[src/rtl/serial_arith_pkg.sv]
// Shared definitions for the bit-serial arithmetic blocks: FSM state
// encoding and the bit-counter width helper.
package serial_arith_pkg;

    typedef enum logic {
        IDLE  = 1'b0,
        SHIFT = 1'b1
    } state_t;

    function automatic int cnt_width(input int width);
        if (width > 1) begin
            return $clog2(width);
        end else begin
            return 1;
        end
    endfunction

endpackage

[src/rtl/full_subtractor_bit.sv]
// Combinational one-bit full subtractor: d = a - b - bin, bout = borrow out.
module full_subtractor_bit (
    input  logic a,
    input  logic b,
    input  logic bin,
    output logic d,
    output logic bout
);

    assign d    = a ^ b ^ bin;
    assign bout = (~a & b) | (~a & bin) | (b & bin);

endmodule

[src/rtl/serial_subtractor.sv]
// Bit-serial WIDTH-bit subtractor, LSB first, one full-subtractor cell and a
// borrow flop; start/busy/done handshake with a held registered result.
module serial_subtractor
    import serial_arith_pkg::*;
#(
    parameter int WIDTH = 8
) (
    input  logic             clk,
    input  logic             rst_n,
    input  logic             start,
    input  logic [WIDTH-1:0] a,
    input  logic [WIDTH-1:0] b,
    input  logic             bin,
    output logic             busy,
    output logic             done,
    output logic [WIDTH-1:0] diff,
    output logic             bout
);

    localparam int            CW       = cnt_width(WIDTH);
    localparam logic [CW-1:0] LAST_CNT = CW'(WIDTH - 1);

    state_t           state_r, state_n;
    logic [WIDTH-1:0] a_r, a_n, b_r, b_n, res_r, res_n, diff_r, diff_n;
    logic [CW-1:0]    cnt_r, cnt_n;
    logic             br_r, br_n, bout_r, bout_n, done_r, done_n;
    logic             d_s, br_next_s;
    logic [WIDTH:0]   res_cat_s;

    full_subtractor_bit u_cell (
        .a    (a_r[0]),
        .b    (b_r[0]),
        .bin  (br_r),
        .d    (d_s),
        .bout (br_next_s)
    );

    // New bit enters from the MSB side; this form also holds for WIDTH == 1.
    assign res_cat_s = {d_s, res_r};

    // Next-state, datapath and output logic.
    always_comb begin
        state_n = state_r;
        a_n     = a_r;
        b_n     = b_r;
        res_n   = res_r;
        br_n    = br_r;
        cnt_n   = cnt_r;
        diff_n  = diff_r;
        bout_n  = bout_r;
        done_n  = 1'b0;
        case (state_r)
            IDLE: begin
                if (start) begin
                    a_n     = a;
                    b_n     = b;
                    br_n    = bin;
                    res_n   = '0;
                    cnt_n   = '0;
                    state_n = SHIFT;
                end else begin
                    state_n = IDLE;
                end
            end
            SHIFT: begin
                a_n   = a_r >> 1'b1;
                b_n   = b_r >> 1'b1;
                res_n = res_cat_s[WIDTH:1];
                br_n  = br_next_s;
                if (cnt_r == LAST_CNT) begin
                    diff_n  = res_cat_s[WIDTH:1];
                    bout_n  = br_next_s;
                    done_n  = 1'b1;
                    cnt_n   = '0;
                    state_n = IDLE;
                end else begin
                    cnt_n   = cnt_r + CW'(1'b1);
                    state_n = SHIFT;
                end
            end
            default: begin
                state_n = IDLE;
            end
        endcase
    end

    // State, operand, borrow, counter and result registers.
    always_ff @(posedge clk or negedge rst_n) begin
        if (!rst_n) begin
            state_r <= IDLE;
            a_r     <= '0;
            b_r     <= '0;
            res_r   <= '0;
            br_r    <= 1'b0;
            cnt_r   <= '0;
            diff_r  <= '0;
            bout_r  <= 1'b0;
            done_r  <= 1'b0;
        end else begin
            state_r <= state_n;
            a_r     <= a_n;
            b_r     <= b_n;
            res_r   <= res_n;
            br_r    <= br_n;
            cnt_r   <= cnt_n;
            diff_r  <= diff_n;
            bout_r  <= bout_n;
            done_r  <= done_n;
        end
    end

    assign busy = (state_r == SHIFT);
    assign done = done_r;
    assign diff = diff_r;
    assign bout = bout_r;

endmodule

[config.mk]
export PLATFORM = sky130hd
export DESIGN_NAME = serial_subtractor
export DESIGN_NICKNAME = d
export VERILOG_FILES = /design/src/rtl/serial_arith_pkg.sv /design/src/rtl/full_subtractor_bit.sv /design/src/rtl/serial_subtractor.sv
export SDC_FILE = /design/constraint.sdc
export NUM_CORES = 1
export LEC_CHECK = 0
export ABC_AREA = 1
export CAP_MARGIN = 20
export CORE_MARGIN = 10
export CORE_UTILIZATION = 43
export DETAILED_ROUTE_END_ITERATION = 6
export PLACE_DENSITY_LB_ADDON = 0.2
export SETUP_SLACK_MARGIN = 0.2
export SYNTH_ARGS = -nofsm -noshare
export SYNTH_HDL_FRONTEND = slang
export SYNTH_SLANG_ARGS = --single-unit
[constraint.sdc]
create_clock -name clk -period 1.3 [get_ports clk]
set_clock_uncertainty 0.1 [all_clocks]
set_input_delay 0.195 -clock clk [delete_from_list [all_inputs] [get_ports clk]]
set_output_delay 0.195 -clock clk [all_outputs]
set_load 0.02 [all_outputs]
==> metrics.md, run 1 <==
| Metric | Value |
|---|---|
| Root buf cell | clkbuf_8 |
| Gr usage total | 0.1348 |
| I/O Buffers | 30 |
| Syn Std Cell Area | 1590 um2 |
| Worst reg2reg endpoint | b_r[0] |
| Setup crit end kind | flip-flop |
| Pwr Density | 2266 nW/um2 |
| Via-to-Cell Ratio | 4.993 |
| Die Height | 80.82 um |
| Placer Congestion | 0.7572 |
| Worst hold path class | input pin to asynchronous set/reset pin |
| Slowest stage cell, crit path | dfrtp_2 |
| Post-synthesis sequential area ratio | 0.5980 |
| Die extent in x | 80.82 um |
| Latest clock arrival within the worst-skew pair | 290 ps |
| Worst hold slack | 240.1 ps |
| Crit-path max cell delay | 420 ps |
| Top Ports | 31 |
| GRT Residual Overflow | 0 |
| Startpoint type of the worst setup path | flip-flop |
| Most common cell after layout, fill and taps aside | dfrtp_1 |
| Leakage | 0.001396 uW |
| Antenna cell count | 0 |
| Total Power | 6247 uW |
| Nets@finish | 254 |
| Peak VDD IR | 1.466 mV |
| Final Hold Vio Count | 0 |
| Via count of the first global-routing pass | 1449 |
| Final setup TNS | -240.5 ps |
| Layout cells sized above 1 | 0.5560 |
| Synth-to-Final Area Change | 73.33% |
| First-pass GRT wire length | 6.865 mm |
| Top-area cell type share of the netlist area | 0.5980 |
| Wire per inst | 15.88 um |
| YS warnings | 0 |
| RSZ-0062 raised after global routing | true |
| Synthesized instance count | 172 |
| Yosys cell types | 14 |
| Worst-path maximum fanout | 6 |
| Hpwl dp | 2.524 mm |
| Die footprint | 6531 um2 |
| Rel. slew slack | 0.8297 |
| Critical path arrival | 1460 ps |
| Crit Path Category | flip-flop to flip-flop |
| Commonest non-fill, non-tap cells in the layout | dfrtp_1, nand2_1, nand3_2 |
| Clk slew on worst S/H paths | 80 ps |
| Setup violators final | 21 |
| Maximum number of pins on one net before global-route repair | 25 |
| Initial Util | 0.4410 |
| Worst Reg-to-Reg Cells | 7 |
| Crit share post-route | 1.027 |
| Flop-to-flop setup slack | -40 ps |
| Antenna violations before repair | 0 |
| Post-route ant nets | 0 |
| Cell Rows | 22 |
| Fmax | 748.8 MHz |
| Detailed-route wire length | 4.447 mm |
| Worst Setup Slack, final | -35.45 ps |
| Max_cap viols | 0 |
| Iteration-0 DRC Markers | 72 |
| Minimum clock period | 1335 ps |
| Syn Nets | 195 |
| CTS tree | built |
| Crit-path cells | buf_8, nor2_4, buf_12, buf_12, buf_12, nand2_4, nand3_2 |
| Final Slew Violations | 0 |
| Avg Inst Size Synth | 9.246 um2 |
| Core ar. | 3606 um2 |
| Synth Register Bits | 38 |
| Failing checks | negative setup slack |
| H-tree lvl count | 2 |
| Area contributors post-synth | dfrtp_1, nand2_1, nand3_1 |
| Clock Path Buffers | 2 |
| DRT Pass-1 Iters | 4 |
| Via count | 1398 |
| Top cell type by total area after synthesis | dfrtp_1 |
| Tightest Pin Transition | 255.4 ps |
| Status | finished, violations left |
| Finished Core Util | 0.7644 |
| R2R Path Start | busy |
| Pre-CTS setup slack | -57.24 ps |
| Drt drc | 0 |
| Worst Path Required | 1430 ps |
| Total CTS buffers | 5 |
| CTS Sinks | 38 |
| Most used cell, CP | buf_12 |
-- cells in the mapped netlist --
master    n
buf_2     4
buf_4     2
buf_6     3
dfrtp_1  38
fa_1      1
ha_1      2
inv_1     7
inv_2     2
nand2_1  63
nand2_2   1
nand3_1  32
nor2_1    2
nor2_4    1
o21ai_1  14
-- per-stage QoR --
stage	std cells	area, um2
after floorplan	172	1722
after global placement	250	2093
after detailed placement	250	2093
after CTS	275	2522
after global routing	280	2756
final	280	2756
-- power by group --
part / switching (uW) / internal [uW] / total, uW
sequential: 403 / 1690 / 2090
clock: 416 / 426 / 842
combinational: 1610 / 1710 / 3310
total: 2430 / 3820 / 6250
-- how the worst max path moves through the flow --
| stage | start | to | cells after the start |
|---|---|---|---|
| floorplan | cnt_r[0] | diff[6] | 6 |
| global placement | start | b_r[0] | 4 |
| detailed placement | start | res_r[4] | 5 |
| CTS | cnt_r[1] | diff[7] | 6 |
| global route | busy | b_r[0] | 7 |
| finish | busy | b_r[0] | 7 |
-- logic make-up (layout without fill, tap and decap cells) --
| kind of cell | after synthesis | after routing | synth area share |
|---|---|---|---|
| fa+ha+maj | 3 | 3 | 0.02832 |
| simple gates | 99 | 99 | 0.2651 |
| flops | 38 | 38 | 0.5980 |
| buf+inv | 18 | 78 | 0.06452 |
| compound gates | 14 | 14 | 0.04406 |
-- flip-flops by register name, indices dropped and copies added, names as in the netlist --
| register | count |
|---|---|
| a_r | 8 |
| diff | 8 |
| br_r | 1 |
| cnt_r | 3 |
| b_r | 8 |
| bout | 1 |
| done | 1 |
| busy | 1 |
| res_r | 7 |
-- area by class of cell --
cell class,count,area (um2)
flip-flops and latches,38,952.2
well taps,48,60.06
inverters,9,48.80
multi-input cells,116,870.8
clock inverters,2,12.51
fillers,227,849.6
clock buffers,6,82.58
repair buffers,61,729.5
-- metal layers --
layer	vias to the layer above	GRT usage	routed length, um
met5	-	0	0
met4	0	0.04152	68
met3	8	0.04415	252
met2	31	0.2325	2379
met1	690	0.1555	1746
li1	669	-	-
-- critical path, delay by kind of cell, from the launching register on --
family	cells	cell delay, ps
buffers and inverters	4	470
flip-flops	1	420
AND/OR/NAND/NOR	3	260
-- repair_timing --
action,in CTS,in global routing
buffers inserted,13,4
gates cloned,3,1
hold buffers,1,0
pin swaps,9,12
hold endpoints to repair,16,0
resized for setup,96,50
setup endpoints to repair,49,62
No activity file was read; power rests on OpenSTA's default activity.
==> run 2: changes to the inputs <==
--- a/config.mk
+++ b/config.mk
@@ -12,6 +12,7 @@
 export DETAILED_ROUTE_END_ITERATION = 6
 export PLACE_DENSITY_LB_ADDON = 0.2
 export SETUP_SLACK_MARGIN = 0.2
+export SLEW_MARGIN = 30
 export SYNTH_ARGS = -nofsm -noshare
 export SYNTH_HDL_FRONTEND = slang
 export SYNTH_SLANG_ARGS = --single-unit
==> results of run 2 <==
The final DEF is identical to that of run 1; final timing and power are the same.
==> run 3: changes to the inputs <==
--- a/config.mk
+++ b/config.mk
@@ -9,6 +9,7 @@
 export CAP_MARGIN = 20
 export CORE_MARGIN = 10
 export CORE_UTILIZATION = 43
+export CTS_BUF_LIST = sky130_fd_sc_hd__clkbuf_16
 export DETAILED_ROUTE_END_ITERATION = 6
 export PLACE_DENSITY_LB_ADDON = 0.2
 export SETUP_SLACK_MARGIN = 0.2
==> run 3 against run 2 <==
Compared with the run above: the flow still finishes with violations (negative setup slack); die area stayed put; utilization is 0.62 points higher; design area rose by 0.82%; power grew 2.1%; critical path type unchanged; critical endpoint is now diff[7]; largest cell class is now multi-input gates; largest power group unchanged.
==> metrics.md, run 3 (same netlist as run 1, synthesis figures left out) <==
| Metric | Value |
|---|---|
| Status | finished, violations left |
| Failing checks | negative setup slack |
| Commonest non-fill, non-tap cells in the layout | dfrtp_1, nand3_2, nand2_1 |
| Worst-path maximum fanout | 8 (+2) |
| Rel. slew slack | 0.8237 (-0.006030) |
| Tightest Pin Transition | 264.5 ps (+9.045 ps) |
| Root buf cell | clkbuf_16 |
| Post-DP Area | 2093 um2 (unchanged) |
| Most common cell after layout, fill and taps aside | dfrtp_1 |
| Leakage | 0.001553 uW (+11%) |
| Gr usage total | 0.1298 (-0.004954) |
| I/O Buffers | 30 (unchanged) |
| Post-route ant nets | 0 (unchanged) |
| CTS Sinks | 38 (unchanged) |
| Top routing layer used | met4 |
| Clock Power Share | 0.182 (+0.047) |
| Nets@finish | 249 (-2.0%) |
| Clock Path Buffers | 2 (unchanged) |
| Design Area, Final | 2779 um2 (+0.82%) |
| Finished Core Util | 0.7706 (+0.006245) |
| Total CTS buffers | 5 (unchanged) |
| First-pass GRT wire length | 6.596 mm (-3.9%) |
| Top Ports | 31 (unchanged) |
| Fillers | 217 (-4.4%) |
| Setup violators final | 1 (-95%) |
| Detailed-route wire length | 4.356 mm (-2.0%) |
| Via count | 1409 (+0.79%) |
| RSZ-0062 raised after global routing | true |
| Pwr Density | 2295 nW/um2 (+1.3%) |
| Peak VDD IR | 1.372 mV (-6.4%) |
| Sequential share of power | 0.337 (+0.002) |
| Minimum clock period | 1301 ps (-34.02 ps) |
| Worst Setup Slack, final | -1.431 ps (+34.02 ps) |
| Critical path arrival | 1370 ps (-90 ps) |
| Latest clock arrival within the worst-skew pair | 280 ps (about the same) |
| Antenna cell count | 0 (unchanged) |
| Layout cells sized above 1 | 0.5551 (-0.0009684) |
| CTS tree | built |
| Switching Power | 2497 uW (+3.0%) |
| DRT Pass-1 Iters | 4 (unchanged) |
| Die extent in x | 80.82 um (unchanged) |
| Worst Path Required | 1370 ps (-60 ps) |
| M1 WL | 1.717 mm (-1.7%) |
| Crit share post-route | 1.001 (-0.02617) |
| Drt drc | 0 (unchanged) |
| DR WL met3 | 231 um (-8.3%) |
| Startpoint type of the worst setup path | flip-flop |
| Final Slew Violations | 0 (unchanged) |
| H-tree lvl count | 2 (unchanged) |
| Crit Path Category | flip-flop to flip-flop |
| Iteration-0 DRC Markers | 59 (-18%) |
| Maximum number of pins on one net before global-route repair | 25 (unchanged) |
| Via count of the first global-routing pass | 1386 (-4.3%) |
| Hpwl dp | 2.524 mm (unchanged) |
| Cell Rows | 22 (unchanged) |
| Initial Util | 0.4410 (unchanged) |
| Placer Congestion | 0.7572 (unchanged) |
| Register area | 952.2 um2 (unchanged) |
| Final Hold Vio Count | 0 (unchanged) |
| Clk slew on worst S/H paths | 60 ps (-20 ps) |
| Die Height | 80.82 um (unchanged) |
| Internal | 3882 uW (+1.6%) |
| GRT Residual Overflow | 0 (unchanged) |
| Via-to-Cell Ratio | 5.124 (+2.6%) |
| Core ar. | 3606 um2 (unchanged) |
| Sw Share | 0.3914 (+0.003184) |
| Combinational power share | 0.481 (-0.049) |
| Max_cap viols | 0 (unchanged) |
| Routed wl met2 | 2.336 mm (-1.8%) |
| Worst hold slack | 259.0 ps (+18.95 ps) |
| Final setup TNS | -1.431 ps (+239.1 ps) |
| Synth-to-Final Area Change | 74.74% |
| Setup crit end kind | flip-flop |
| Fmax | 768.4 MHz (+2.6%) |
| Antenna violations before repair | 0 (unchanged) |
| Worst hold path class | input pin to asynchronous set/reset pin |
| Die footprint | 6531 um2 (unchanged) |
| Area of the multi-input gates | 964.7 um2 (+11%) |
| Wire per inst | 15.84 um (-0.27%) |
run 3: cell types whose count changed in the layout (fill, tap and decap cells not counted), sizes merged:
cell | before | now
clkinv | 1 | 2
buf | 40 | 34
run 3: power by group through the flow:
stage                     Sequential [uW]  Combinational, uW  Clock [uW]
after floorplan                      2140               1230           0
after global placement               1950               1980           0
after detailed placement             1980               2050           0
after CTS                            2050               2520        1170
after global routing                 2210               3340        1220
final                                2150               3070        1160
run 3: worst paths after layout:
kind / from / to / slack (ps) / cells past startpoint
min reg2reg: res_r[7] / res_r[7] / 390 / 2
min: rst_n / done / 260 / 2
min in group clk: res_r[7] / res_r[7] / 390 / 2
max: cnt_r[1] / diff[7] / -1 / 5
max in group asynchronous: rst_n / b_r[5] / 380 / 3
max reg2reg: cnt_r[1] / diff[7] / -1 / 5
run 3: metrics by stage:
stage | total power, uW | setup WS (ps) | std cells
after CTS | 5745 | 28.13 | 269
final | 6379 | -1.431 | 275
after global routing | 6764 | -44.16 | 275
after global placement | 3938 | -17.64 | 250
after detailed placement | 4026 | -57.24 | 250
after floorplan | 3367 | 85.52 | 172
run 3: cell type report:
cell class              count  area share
clock inverters             3    0.005853
well taps                  48     0.02161
multi-input cells         116      0.3471
flip-flops and latches     38      0.3426
clock buffers               5     0.04502
inverters                   9     0.01486
repair buffers             56      0.2229
run 3: what timing repair did:
| item | CTS | global route |
|---|---|---|
| hold buffers | 1 | 0 |
| buffers inserted | 9 | 4 |
| endpoints found under the hold margin | 16 | 0 |
| gates resized for setup | 98 | 56 |
| gates cloned | 1 | 2 |
| pin swaps | 10 | 10 |
| setup endpoints to repair | 49 | 61 |
run 3: worst max-delay path, stage by stage (launching register included):
cell       delay, ps
dfrtp_1          400
ha_2             200
ha_4             180
nand2_8           90
clkbuf_16        150
o21ai_1           60
run 3: routing by layer:
metal | track usage | vias to the layer above
li1 | - | 662
met1 | 0.1451 | 709
met2 | 0.2253 | 30
met3 | 0.04746 | 8
met4 | 0.04152 | 0
met5 | 0 | -
